File: src/rtl/gb_cpu_sequencer_pkg.sv
// ============================================================================
// gb_cpu_sequencer_pkg : control word, schedule and state types shared by the
// decoder, sequencer and datapath.                               rev 1.0
// ============================================================================
`default_nettype none

package gb_cpu_sequencer_pkg;

   localparam int SCHED_DEPTH = 6;

   typedef enum logic [1:0] {
      CC_NZ = 2'b00,
      CC_Z  = 2'b01,
      CC_NC = 2'b10,
      CC_C  = 2'b11
   } cond_code_t;

   // cond_check/cc are interpreted by the sequencer; the rest belongs to the datapath
   typedef struct packed {
      logic       cond_check;
      logic [1:0] cc;
      logic [1:0] addr_sel;
      logic       mem_rd;
      logic       mem_wr;
      logic       pc_inc;
      logic       ir_load;
      logic [3:0] alu_op;
      logic [2:0] reg_dst;
   } control_word_t;

   typedef struct packed {
      logic [2:0]                          num_cycles;
      control_word_t [0:SCHED_DEPTH-1]     mcycles;
   } schedule_t;

   localparam control_word_t FETCH_CTRL = '{
      cond_check: 1'b0, cc: 2'b00, addr_sel: 2'b00, mem_rd: 1'b1, mem_wr: 1'b0,
      pc_inc: 1'b1, ir_load: 1'b1, alu_op: 4'h0, reg_dst: 3'h0
   };

   localparam control_word_t NOP_CTRL = '0;

   typedef enum logic [1:0] {
      BOOT   = 2'd0,
      EXEC   = 2'd1,
      LOCKED = 2'd2
   } seq_state_t;

   // flags are {Z,N,H,C}
   function automatic logic condMet(input logic [1:0] cc, input logic [3:0] flags);
      logic met;
      case (cond_code_t'(cc))
         CC_NZ:   met = ~flags[3];
         CC_Z:    met =  flags[3];
         CC_NC:   met = ~flags[0];
         default: met =  flags[0];
      endcase
      return met;
   endfunction

endpackage

`default_nettype wire

File: src/rtl/gb_cpu_sequencer_if.sv
// ============================================================================
// gb_cpu_sequencer_if : decoder/bus/datapath signals around the sequencer.
//                                                                rev 1.0
// ============================================================================
`default_nettype none

interface gb_cpu_sequencer_if;
   import gb_cpu_sequencer_pkg::*;

   schedule_t     schedule;
   logic [7:0]    bus_rdata;
   logic [3:0]    flags;
   logic [7:0]    opcode;
   logic          cb_prefix;
   control_word_t ctrl;
   logic [2:0]    mcycle;
   logic          instr_start;
   logic          locked;

   modport master (
      input  schedule, bus_rdata, flags,
      output opcode, cb_prefix, ctrl, mcycle, instr_start, locked
   );

   modport slave (
      output schedule, bus_rdata, flags,
      input  opcode, cb_prefix, ctrl, mcycle, instr_start, locked
   );

endinterface

`default_nettype wire

File: src/rtl/gb_cpu_sequencer.sv
// ============================================================================
// gb_cpu_sequencer : M-cycle sequencer, one control word per clk edge, with
// fetch overlap, conditional truncation and hard lock.            rev 1.0
// ============================================================================
`default_nettype none

module gb_cpu_sequencer
   import gb_cpu_sequencer_pkg::*;
#(
   parameter int MAX_MCYCLES = 6
) (
   input  wire logic             clk,
   input  wire logic             reset,
   gb_cpu_sequencer_if.master    cpu_io
);

   localparam logic [2:0] c_max_num = 3'(MAX_MCYCLES);

   seq_state_t    state_q, state_d;
   logic [7:0]    opcode_q, opcode_d;
   logic          cb_q, cb_d;
   logic [2:0]    step_q, step_d;
   logic          abort_q, abort_d;

   control_word_t ctrl_c;
   control_word_t sched_word_c;
   logic          instr_start_c;
   logic          locked_c;
   logic          last_c;
   logic          illegal_c;
   logic [2:0]    num_c;

   always_ff @(posedge clk or posedge reset) begin
      if (reset) begin
         state_q  <= BOOT;
         opcode_q <= 8'h00;
         cb_q     <= 1'b0;
         step_q   <= 3'd0;
         abort_q  <= 1'b0;
      end else begin
         state_q  <= state_d;
         opcode_q <= opcode_d;
         cb_q     <= cb_d;
         step_q   <= step_d;
         abort_q  <= abort_d;
      end
   end

   always_comb begin
      state_d       = state_q;
      opcode_d      = opcode_q;
      cb_d          = cb_q;
      step_d        = step_q;
      abort_d       = abort_q;
      ctrl_c        = NOP_CTRL;
      instr_start_c = 1'b0;
      locked_c      = 1'b0;
      num_c         = cpu_io.schedule.num_cycles;
      sched_word_c  = cpu_io.schedule.mcycles[step_q];
      last_c        = 1'b0;
      illegal_c     = 1'b0;

      case (state_q)
         BOOT: begin
            ctrl_c   = FETCH_CTRL;
            opcode_d = cpu_io.bus_rdata;
            cb_d     = 1'b0;
            step_d   = 3'd0;
            state_d  = EXEC;
         end

         EXEC: begin
            instr_start_c = (step_q == 3'd0);
            illegal_c     = (step_q == 3'd0) && ((num_c == 3'd0) || (num_c > c_max_num));
            last_c        = (step_q == (num_c - 3'd1)) || abort_q;
            if (illegal_c) begin
               state_d = LOCKED;
            end else begin
               // an aborted instruction spends its remaining cycle fetching the next opcode
               ctrl_c = abort_q ? FETCH_CTRL : sched_word_c;
               if (last_c) begin
                  opcode_d = cpu_io.bus_rdata;
                  step_d   = 3'd0;
                  abort_d  = 1'b0;
                  cb_d     = (opcode_q == 8'hCB) && !cb_q;
               end else begin
                  step_d = step_q + 3'd1;
                  if (sched_word_c.cond_check && !condMet(sched_word_c.cc, cpu_io.flags)) begin
                     abort_d = 1'b1;
                  end
               end
            end
         end

         LOCKED: begin
            locked_c = 1'b1;
         end

         default: begin
            state_d = LOCKED;
         end
      endcase
   end

   assign cpu_io.opcode      = opcode_q;
   assign cpu_io.cb_prefix   = cb_q;
   assign cpu_io.ctrl        = ctrl_c;
   assign cpu_io.mcycle      = step_q;
   assign cpu_io.instr_start = instr_start_c;
   assign cpu_io.locked      = locked_c;

endmodule

`default_nettype wire

File: src/flat_wrapper.sv
// flat-port wrapper written by rule: the top's interface ports become plain ports
module gb_cpu_sequencer_flat import gb_cpu_sequencer_pkg::*;
#(
   parameter int MAX_MCYCLES = 6
)
  (clk, reset, cpu_io_schedule, cpu_io_bus_rdata, cpu_io_flags, cpu_io_opcode, cpu_io_cb_prefix, cpu_io_ctrl, cpu_io_mcycle, cpu_io_instr_start, cpu_io_locked);
  gb_cpu_sequencer_if cpu_io_i ();
  input  wire logic clk;
  input  wire logic reset;
  input wire logic [$bits(cpu_io_i.schedule)-1:0] cpu_io_schedule;
  input wire logic [$bits(cpu_io_i.bus_rdata)-1:0] cpu_io_bus_rdata;
  input wire logic [$bits(cpu_io_i.flags)-1:0] cpu_io_flags;
  output wire logic [$bits(cpu_io_i.opcode)-1:0] cpu_io_opcode;
  output wire logic [$bits(cpu_io_i.cb_prefix)-1:0] cpu_io_cb_prefix;
  output wire logic [$bits(cpu_io_i.ctrl)-1:0] cpu_io_ctrl;
  output wire logic [$bits(cpu_io_i.mcycle)-1:0] cpu_io_mcycle;
  output wire logic [$bits(cpu_io_i.instr_start)-1:0] cpu_io_instr_start;
  output wire logic [$bits(cpu_io_i.locked)-1:0] cpu_io_locked;
  assign cpu_io_i.schedule = cpu_io_schedule;
  assign cpu_io_i.bus_rdata = cpu_io_bus_rdata;
  assign cpu_io_i.flags = cpu_io_flags;
  assign cpu_io_opcode = cpu_io_i.opcode;
  assign cpu_io_cb_prefix = cpu_io_i.cb_prefix;
  assign cpu_io_ctrl = cpu_io_i.ctrl;
  assign cpu_io_mcycle = cpu_io_i.mcycle;
  assign cpu_io_instr_start = cpu_io_i.instr_start;
  assign cpu_io_locked = cpu_io_i.locked;
  gb_cpu_sequencer #(.MAX_MCYCLES(MAX_MCYCLES)) u_core (.clk(clk), .reset(reset), .cpu_io(cpu_io_i));
endmodule
File: config.mk
export PLATFORM = sky130hd
export DESIGN_NAME = gb_cpu_sequencer_flat
export DESIGN_NICKNAME = d
export VERILOG_FILES = /design/src/rtl/gb_cpu_sequencer_pkg.sv /design/src/rtl/gb_cpu_sequencer_if.sv /design/src/rtl/gb_cpu_sequencer.sv /design/src/flat_wrapper.sv
export SDC_FILE = /design/constraint.sdc
export NUM_CORES = 1
export LEC_CHECK = 0
export CAP_MARGIN = 20
export CELL_PAD_IN_SITES_DETAIL_PLACEMENT = 1
export CELL_PAD_IN_SITES_GLOBAL_PLACEMENT = 2
export CORE_ASPECT_RATIO = 0.75
export CORE_MARGIN = 3
export CORE_UTILIZATION = 17
export DETAILED_ROUTE_END_ITERATION = 8
export PLACE_DENSITY = 0.84
export SYNTH_ARGS = -nofsm -noshare
export SYNTH_HDL_FRONTEND = slang
export SYNTH_SLANG_ARGS = --single-unit
export TNS_END_PERCENT = 10
File: constraint.sdc
create_clock -name clk -period 5.9 [get_ports clk]
set_clock_uncertainty 0.15 [all_clocks]
set_input_delay 1.18 -clock clk [delete_from_list [all_inputs] [get_ports clk]]
set_output_delay 1.18 -clock clk [all_outputs]
set_load 0.05 [all_outputs]
; ---- Yosys cells after proc, flatten, opt, wreduce, memory -nomap -nowiden
; Index checks and enable logic that the tools add are counted.
[totals]
mem_bits_rw = 0
romBits = 0
n_memories = 0
reg_bits = 15
latchBits = 0
wordCells = 65
[classes]
div_mod_pow = 0
eq_ne = 9
reduce_logical = 17
bitwise_logic = 5
order_cmp = 2
muxes = 25
add_sub_neg = 2
n_mul = 0
shift = 0
[ops]
columns = operator, count
row1 = $mux W16, 4
row2 = $bmux W16 S3, 1
row3 = $pmux W16 S2, 1
row4 = $mux W8, 2
row5 = $pmux W8 S2, 1
row6 = $mux W1, 9
row7 = $eq A8 B8 Y1 const B, 1
row8 = $logic_not A3 Y1, 2
row9 = $mux W3, 2
row10 = $pmux W2 S3, 1
row11 = $pmux W3 S2, 1
row12 = $reduce_and A3 Y1, 2
row13 = $eq A2 B1 Y1 const B, 2
row14 = $eq A2 B2 Y1 const B, 2
row15 = $ge A4 B4 Y1 const B, 1
row16 = $logic_not A2 Y1, 2
row17 = $ne A2 B1 Y1 const B, 2
row18 = $not A1 Y1, 4
row19 = $not A3 Y4, 1
row20 = $reduce_and A2 Y1, 2
row21 = $reduce_bool A2 Y1, 2
row22 = $add A3 B1 Y3 const B, 1
row23 = $eq A3 B3 Y1, 1
row24 = $gt A3 B3 Y1 const B, 1
row25 = other kinds (8), 12

; ---- Logic depth before layout (Yosys ltp)
; Gate-level depths: netlist (run 1).
[logic_depth]
depth_word = 13
mapped_depth = 11
ltp_nobuf = 10

; ---- Worst setup path after synthesis (run 1)
; No wires, ideal clock.
[synth_timing]
kind = input-to-output
startpoint = input cpu_io_schedule[96]
endpoint = output cpu_io_ctrl[11]
arrival_ps = 2975
n_path_buf = 2
cell_stages = 9
setup_slack_ps = 1595
cell_sequence = inv_1 -> ha_1 -> ha_1 -> inv_1 -> a21oi_2 -> or3_1 -> clkbuf_1 -> buf_2 -> nor2_1
[synth_between]
elab_chain_cells = 5
word_cells_on_any_way = 6
cone_classes = order compare (1) / mux (2) / reduce/logical (3)
[synth_lines]
columns = element, line_no
row1 = from (decl), flat_wrapper.sv:10  ; input wire logic [$bits(cpu_io_i.schedule)-1:0] cpu_io_schedule;
row2 = $gt A3 B3 Y1 / $logic_not A3 Y1 (equally long branches), gb_cpu_sequencer.sv:74  ; illegal_c = (step_q == 3'd0) && ((num_c == 3'd0) || (num_c > c_max_num));
row3 = $logic_or A1 B1 Y1 *, gb_cpu_sequencer.sv:74
row4 = $logic_and A1 B1 Y1 *, gb_cpu_sequencer.sv:74
row5 = $mux W16 *, gb_cpu_sequencer.sv:76  ; if (illegal_c) begin
row6 = $pmux W16 S2 *, gb_cpu_sequencer.sv:63  ; case (state_q)
row7 = to (decl), flat_wrapper.sv:15  ; output wire logic [$bits(cpu_io_i.ctrl)-1:0] cpu_io_ctrl;
; Every way passes the cells marked *; elsewhere a longest branch is shown, timed or not.

; ---- Final worst setup path (run 1)
[layout_timing]
startpoint = input cpu_io_schedule[96]
endpoint = output cpu_io_ctrl[14]
; The elaborated chain is that of the path after synthesis.

==> flow_summary.ini, run 1 <==
[status]
status = finished clean

[sta]
final-hold-violation-count = 0
timing.max_slew.rel_slack = 0.542
final.min_clock_period_ns = 5.26
max_freq_mhz = 190
slew_violations = 0
tightestPinTransition_ns = 0.687
hold_ws_ns = 0.382
finalSetupViolations = 0
fin_tns_setup_ns = 0
grt_setup_unrepaired = no
period_share = 0.891

[clock_network]
post_cts.repair.setup_buffers = 0
h-tree-depth = 1
clock_tree.buffer_depth = 2
cts_buffers = 3
tritoncts = done
clockRootBuffer = clkbuf_16
cts.hold.buffers_added = 0
count_of_clock_tree_sinks = 15
clkSlewWorstSetupHoldPaths_ns = 0.05
clk-insertion-delay-late_ns = 0.24
number_of_cells_upsized_or_downsized_after_cts = 0

[power_and_ir_drop]
pwr_density_cell_nw_per_um2 = 113
irDropWorstVdd_mv = 0.0769
p_comb_frac = 0.340
seq_power_share = 0.301
leakage_nw = 1.37
power.internal_w = 0.000286
share_clk_of_total_power = 0.359
netSwitchingPower_w = 0.0000793
power.share.switching = 0.217

[synth]
synth-seq-cells = 15
synth_top_cells_by_area = dfrtp_1, mux4_2, mux2i_1
synth.net_count = 294
synth-seq-area-share = 0.229
postSynth.topFlopCell = dfrtp_1
postSynth.asyncResetShare = 1.00
netlist.top_cell.by_area = dfrtp_1
yosysUniqueCellTypes = 36
netlist.area_leader.share = 0.229
synth-edff-count = 0
postSynthAreaPerCell_um2 = 9.33
synth-warning-count = 0
synth.cell_area_um2 = 1640
post_synth_inst_count = 176

[layout]
fin_nets = 429
non_filler_cell_area_final_um2 = 3240
layout_common_cells = clkdlybuf4s50_1, nor2_1, mux2i_1
layout_commonest_cell = clkdlybuf4s50_1
area_growth_pct = 97.1
share_of_cells_above_drive_strength_1 = 0.110
antenna_cells = 0

[critical_path]
worst-endpoint-arrival_ns = 3.93
critPathLaunchType = primary input
critical_path.endpoint_type = output pin
worstPathRequired_ns = 4.57
worst_reg2reg_path_depth = 8
path_max_fanout = 14
worst-setup-path-type = in2out

[global_routing]
grt_first_pass_wirelength_mm = 10.8
global_route.usage.total = 0.122
grt_start_max_net_pins = 36
first_global_vias = 2099
antenna_found_initial = 0
grt_overflow = 0

[min_path]
hold_path.class = reg2reg
hold-path-cell-count = 1

[placement]
dpl-instance-area_um2 = 3160
gp_congestion = 0.720
post_dp_hpwl_mm = 5.71
io_buffer_count = 140

[floorplan]
num_io_pins = 143
die_h_um = 91.1
total_die_area_um2 = 10900
die_width_um = 119
coreArea_um2 = 9230
initial_cell_density_of_the_core = 0.178
rows = 30

[detailed_routing]
remaining_drc_errors = 0
avgViaCountPerCell = 4.23
drt_iter0_drc = 40
routedWlPerCell_um = 15.5
route.antenna.remaining_nets = 0
vias = 1852
drt_wl_total_mm = 6.80
drt_pre_antenna_iters = 3

[job]
max_cap_viol_count = 0
[per-layer routing]
layer  vias to the layer above  wire length, µm  global-route usage
met5                         -                0                   0
met4                         0               34              0.0172
met3                         4              388              0.0237
met2                        52             3700               0.238
met1                       887             2680               0.139
li1                        909                -                   -
[cell type report]
class	instances	area, µm²
sequential	15	377
fill	1091	6000
multi-input combinational	137	1160
timing repair buffer	142	1420
inverter	12	45.0
clock buffer	4	78.8
tap	128	160
[path summary, 6_finish.rpt]
path / from / end / slack [ns]
min: u_core.cpu_io.opcode[1] / u_core.cpu_io.opcode[1] / 0.38
max: cpu_io_schedule[96] / cpu_io_ctrl[14] / 0.64
max reg2reg: u_core.cpu_io.mcycle[1] / u_core.abort_q / 3.33
min reg2reg: u_core.cpu_io.opcode[1] / u_core.cpu_io.opcode[1] / 0.38
min in group asynchronous: reset / u_core.cpu_io.opcode[1] / 1.17
max in group asynchronous: reset / u_core.cpu_io.mcycle[0] / 3.98
[synth_stat cells (all sizes together) (2+ instances only)]
master / number
buf: 8
nand2: 3
dfrtp: 15
a31oi: 2
a21oi: 16
nand3: 2
nor3: 3
mux2: 11
o22ai: 2
or3: 3
mux4: 13
xnor2: 3
nand2b: 3
nor2: 32
mux2i: 20
ha: 5
o21ai: 8
inv: 12
clkbuf: 4
[cell families after synthesis]
logic type | Yosys count | synth area share
compound gates | 33 | 0.123
xor+xnor | 4 | 0.0213
fa+ha+maj | 5 | 0.0381
buf+inv | 24 | 0.0655
flops | 15 | 0.229
mux | 44 | 0.376
simple gates | 51 | 0.147
[through the flow]
stage / instances / util / power [W] / setup WS [ns]
2_1_floorplan: 176 / - / 0.000152 / 1.59
3_3_place_gp: 434 / 0.342 / 0.000234 / 0.674
3_5_place_dp: 434 / 0.342 / 0.000236 / 0.638
4_1_cts: 438 / 0.350 / 0.000371 / 0.629
5_1_grt: 438 / 0.350 / 0.000387 / 0.491
6_report: 438 / 0.350 / 0.000365 / 0.645
[power groups by stage]
stage	Combinational (W)	Clock [W]	Sequential, W
floorplan	0.0000312	0	0.000121
global placement	0.000122	0	0.000111
detailed placement	0.000125	0	0.000112
CTS	0.000126	0.000136	0.000110
global route	0.000134	0.000143	0.000110
finish	0.000124	0.000131	0.000110
[worst max-delay path, stage by stage]
cell and delay, ns:
clkdlybuf4s50_1 0.50, inv_1 0.07, ha_1 0.20, ha_1 0.18, inv_1 0.06, a21oi_2 0.07
or3_1 0.61, nor2_1 0.20, clkdlybuf4s50_1 0.85
[flip-flops by register name, indices dropped and copies added (netlist names)]
name,count
u_core.abort_q,1
u_core.cpu_io.cb_prefix,1
u_core.cpu_io.mcycle,3
u_core.cpu_io.opcode,8
u_core.state_q,2
Power figures use the tool's default switching activity.
==> run 2: changes to the inputs <==
--- a/config.mk
+++ b/config.mk
@@ -10,9 +10,9 @@
 export CELL_PAD_IN_SITES_GLOBAL_PLACEMENT = 2
 export CORE_ASPECT_RATIO = 0.75
 export CORE_MARGIN = 3
-export CORE_UTILIZATION = 17
+export CORE_UTILIZATION = 16
 export DETAILED_ROUTE_END_ITERATION = 8
-export PLACE_DENSITY = 0.84
+export PLACE_DENSITY = 0.8
 export SYNTH_ARGS = -nofsm -noshare
 export SYNTH_HDL_FRONTEND = slang
 export SYNTH_SLANG_ARGS = --single-unit
==> constraint.sdc (replaced) <==
create_clock -name clk -period 5.7 [get_ports clk]
set_clock_uncertainty 0.15 [all_clocks]
set_input_delay 1.14 -clock clk [delete_from_list [all_inputs] [get_ports clk]]
set_output_delay 1.14 -clock clk [all_outputs]
set_load 0.05 [all_outputs]
==> run 2 against run 1 <==
Against the previous run:
- core utilization shrank 2.0 points
- die area is 5.9% higher
- wire length up 1.3%
- critical path depth did not move
- first-iteration DRC count fell by 2.5%
- highest routed layer is now met3
==> flow_summary.ini, run 2 (synthesized netlist as in run 1, its figures left out) <==
[critical_path]
worst-endpoint-arrival_ns = 3.87
path_max_fanout = 14
critical_path.endpoint_type = output pin
worst-setup-path-type = in2out
critPathLaunchType = primary input
critPathSlowestCell = clkdlybuf4s50_1
timing.critical_path.max_delay_family = buffers and inverters
critical_path_buf_inv_count = 4
worstPathRequired_ns = 4.41
r2r_setup_slack_ns = 3.15
critical_path.max_stage_delay_ns = 0.82
cell_breakdown_of_the_critical_path = clkdlybuf4s50_1 > inv_1 > ha_1 > ha_1 > inv_1 > a21oi_2 > or3_1 > nor2_1 > clkdlybuf4s50_1

[layout]
largest_register_ff_count = 8
fin_nets = 429
share_of_cells_above_drive_strength_1 = 0.113
fill_cells = 1136
area_growth_pct = 97.5
final_core_utilization = 0.330
layout_common_cells = clkdlybuf4s50_1, nor2_1, mux2i_1
antenna_cells = 0
stdcell_count = 442
layout_commonest_cell = clkdlybuf4s50_1

[clock_network]
clk-insertion-delay-late_ns = 0.24
cts.hold.buffers_added = 0
clkSlewWorstSetupHoldPaths_ns = 0.05
tritoncts = done
clockRootBuffer = clkbuf_16
post_cts.repair.setup_buffers = 0
clock_tree.buffer_depth = 2
h-tree-depth = 1
cts_buffers = 3
count_of_clock_tree_sinks = 15
number_of_cells_upsized_or_downsized_after_cts = 0

[min_path]
hold_path.class = reg2reg

[global_routing]
grtUsageMet2 = 0.226
global_route.usage.met3 = 0.0289
first_global_vias = 2142
antenna_found_initial = 0
busiest_layer = met2
grt_start_max_net_pins = 36
global_route.usage.total = 0.118
grt_first_pass_wirelength_mm = 10.9
grt_overflow = 0
gr-usage-met1 = 0.138

[sta]
timing.max_slew.rel_slack = 0.567
fin_tns_setup_ns = 0
period_share = 0.905
finalSetupViolations = 0
final-hold-violation-count = 0
tightestPinTransition_ns = 0.650
grt_setup_unrepaired = no
final.min_clock_period_ns = 5.16
max_freq_mhz = 194
slew_violations = 0

[power_and_ir_drop]
irDropWorstVdd_mv = 0.113
pwr_density_cell_nw_per_um2 = 117
leakage_nw = 1.37

[placement]
post_dp_hpwl_mm = 5.76
io_buffer_count = 140
placedCellCount = 438
gp_congestion = 0.695

[floorplan]
die_width_um = 123
total_die_area_um2 = 11500
rows = 31
initial_cell_density_of_the_core = 0.167
coreArea_um2 = 9810
num_io_pins = 143
die_h_um = 93.7

[detailed_routing]
routedWlPerCell_um = 15.6
avgViaCountPerCell = 4.20
drt_iter0_drc = 39
drt_wl_total_mm = 6.89
vias = 1857
drt_pre_antenna_iters = 4
remaining_drc_errors = 0
route.antenna.remaining_nets = 0

[status]
status = finished clean

[job]
max_cap_viol_count = 0
run 2: cell types whose count changed in the layout (fill, tap and decap cells not counted):
cell	previous run	this run
clkbuf_1	1	0
clkinv_2	0	1
run 2: path summary, 6_finish.rpt:
kind	from	cells past startpoint	to
setup reg to reg	u_core.cpu_io.mcycle[1]	8	u_core.abort_q
hold reg to reg	u_core.cpu_io.opcode[1]	1	u_core.cpu_io.opcode[1]
min in group asynchronous	reset	2	u_core.cpu_io.opcode[4]
hold / removal	u_core.cpu_io.opcode[1]	1	u_core.cpu_io.opcode[1]
max in group asynchronous	reset	2	u_core.cpu_io.mcycle[0]
setup / recovery	cpu_io_schedule[96]	9	cpu_io_ctrl[2]
run 2: stage by stage:
| stage | worst slack, ns | hold slack [ns] | power (W) | instance area [µm²] |
|---|---|---|---|---|
| after floorplan | 1.47 | 0.393 | 0.000157 | 1640 |
| after global placement | 0.535 | 0.367 | 0.000242 | 3160 |
| after detailed placement | 0.535 | 0.374 | 0.000246 | 3160 |
| after CTS | 0.512 | 0.387 | 0.000385 | 3240 |
| after global routing | 0.382 | 0.411 | 0.000400 | 3240 |
| final | 0.543 | 0.383 | 0.000378 | 3240 |
run 2: final cells by class:
cell class              instances  area [µm²]  area share
well taps                     132         165      0.0509
clock buffers                   3        75.1      0.0232
repair buffers                142        1420       0.437
clock inverters                 1        5.00     0.00154
inverters                      12        45.0      0.0139
flip-flops and latches         15         377       0.116
multi-input cells             137        1160       0.357
run 2: report_power, final:
group	total, W	internal (W)	switching, W
combinational	0.000129	0.0000905	0.0000383
clock	0.000135	0.0000935	0.0000418
sequential	0.000114	0.000110	0.00000320
total	0.000378	0.000295	0.0000832
run 2: metal layers:
layer | part of all wire | up-vias
met3 | 0.067 | 0
met1 | 0.41 | 889
li1 | - | 911
met4 | 0 | 0
met2 | 0.52 | 57
met5 | 0 | -
==> edit: new RTL, flow settings as in run 2 <==
`SCHED_DEPTH`: 6 -> 5.
--- a/src/rtl/gb_cpu_sequencer_pkg.sv
+++ b/src/rtl/gb_cpu_sequencer_pkg.sv
@@ -6,7 +6,7 @@
 
 package gb_cpu_sequencer_pkg;
 
-   localparam int SCHED_DEPTH = 6;
+   localparam int SCHED_DEPTH = 5;
 
    typedef enum logic [1:0] {
       CC_NZ = 2'b00,
Ports: changed (resized cpu_io_schedule); port bits go from 143 to 127. The function was not compared with the original's and may differ.
==> edit against run 2 <==
Wire length down 4.0%. Via count shrank 8.7%. First-iteration DRC count rose by 46%. Cell count decreased by 14%. Sequential cell count stayed put. Register-to-register slack better by 0.27 ns. Die area decreased by 9.3%. Worst setup slack improved by 0.059 ns. Power fell by 5.7%. Cell area shrank 10%. Count of clock-buffer cells in the layout is the same. Largest cell class unchanged. Area after synthesis down 9.8%.
==> edit: results (changes against run 2) <==
status: "finished clean"
wl_met1_um: 3060  # +7.1%
worstReg2RegEnd: "u_core.cpu_io.opcode[2]"
synthMuxAreaShare_pct: 29.3  # -8.2 points
layout.cells.non_filler: 379  # -14%
sw_frac_of_total_pct: 21.2  # -0.80 points
grt.met1_usage_pct: 17.4  # +3.6 points
critPathLaunch: "cpu_io_schedule[80]"
hold_path_end: "u_core.cpu_io.opcode[6]"
worst-r2r-cell-count: 6  # -2
maxSlewHeadroom_pct: 57.4  # +0.70 points
grt_max_degree: 26  # -28%
ys_top_cells_by_count: "nor2_1, dfrtp_1, mux4_2, inv_1, a22oi_1"
post-dp-hpwl_um: 5480  # -4.8%
wl_per_cell_um: 17.4  # +12%
setup.worst_path.end: "cpu_io_ctrl[4]"
pre_cts_ws_ns: 0.580  # +0.0448 ns
drive_above_1_share_pct: 11.8  # +0.52 points
highest-signal-layer: "met4"
final_cell_area_mm2: 0.00291  # -10%
rr_startpoint: "u_core.cpu_io.mcycle[0]"
nets: 374  # -13%
p_leak_nw: 1.17  # -15%
cp_max_fo: 11  # -3
fmax_mhz: 196  # +1.2%
## edit: cell types whose count changed after synthesis, sizes merged, moves of 3 or more
cell	change
o21ai	-4
a21oi	-11
a221oi	+3
a22oi	+10
nor2	-15
xnor2	-3
mux2i	-16
nor3	+3
## edit: power by group through the flow
stage / clock (mW) / combinational [mW] / sequential (mW)
2_1_floorplan: 0 / 0.0253 / 0.124
3_3_place_gp: 0 / 0.109 / 0.113
3_5_place_dp: 0 / 0.111 / 0.114
4_1_cts: 0.139 / 0.111 / 0.112
5_1_grt: 0.145 / 0.118 / 0.112
6_report: 0.134 / 0.110 / 0.112
## edit: final cells by class
| cell class | count | area share (%) |
|---|---|---|
| clock buffer | 3 | 2.58 |
| clock inverter | 1 | 0.172 |
| inverter | 12 | 1.55 |
| multi-input combinational | 112 | 34.5 |
| sequential | 15 | 12.9 |
| tap | 108 | 4.65 |
| timing repair buffer | 128 | 43.7 |
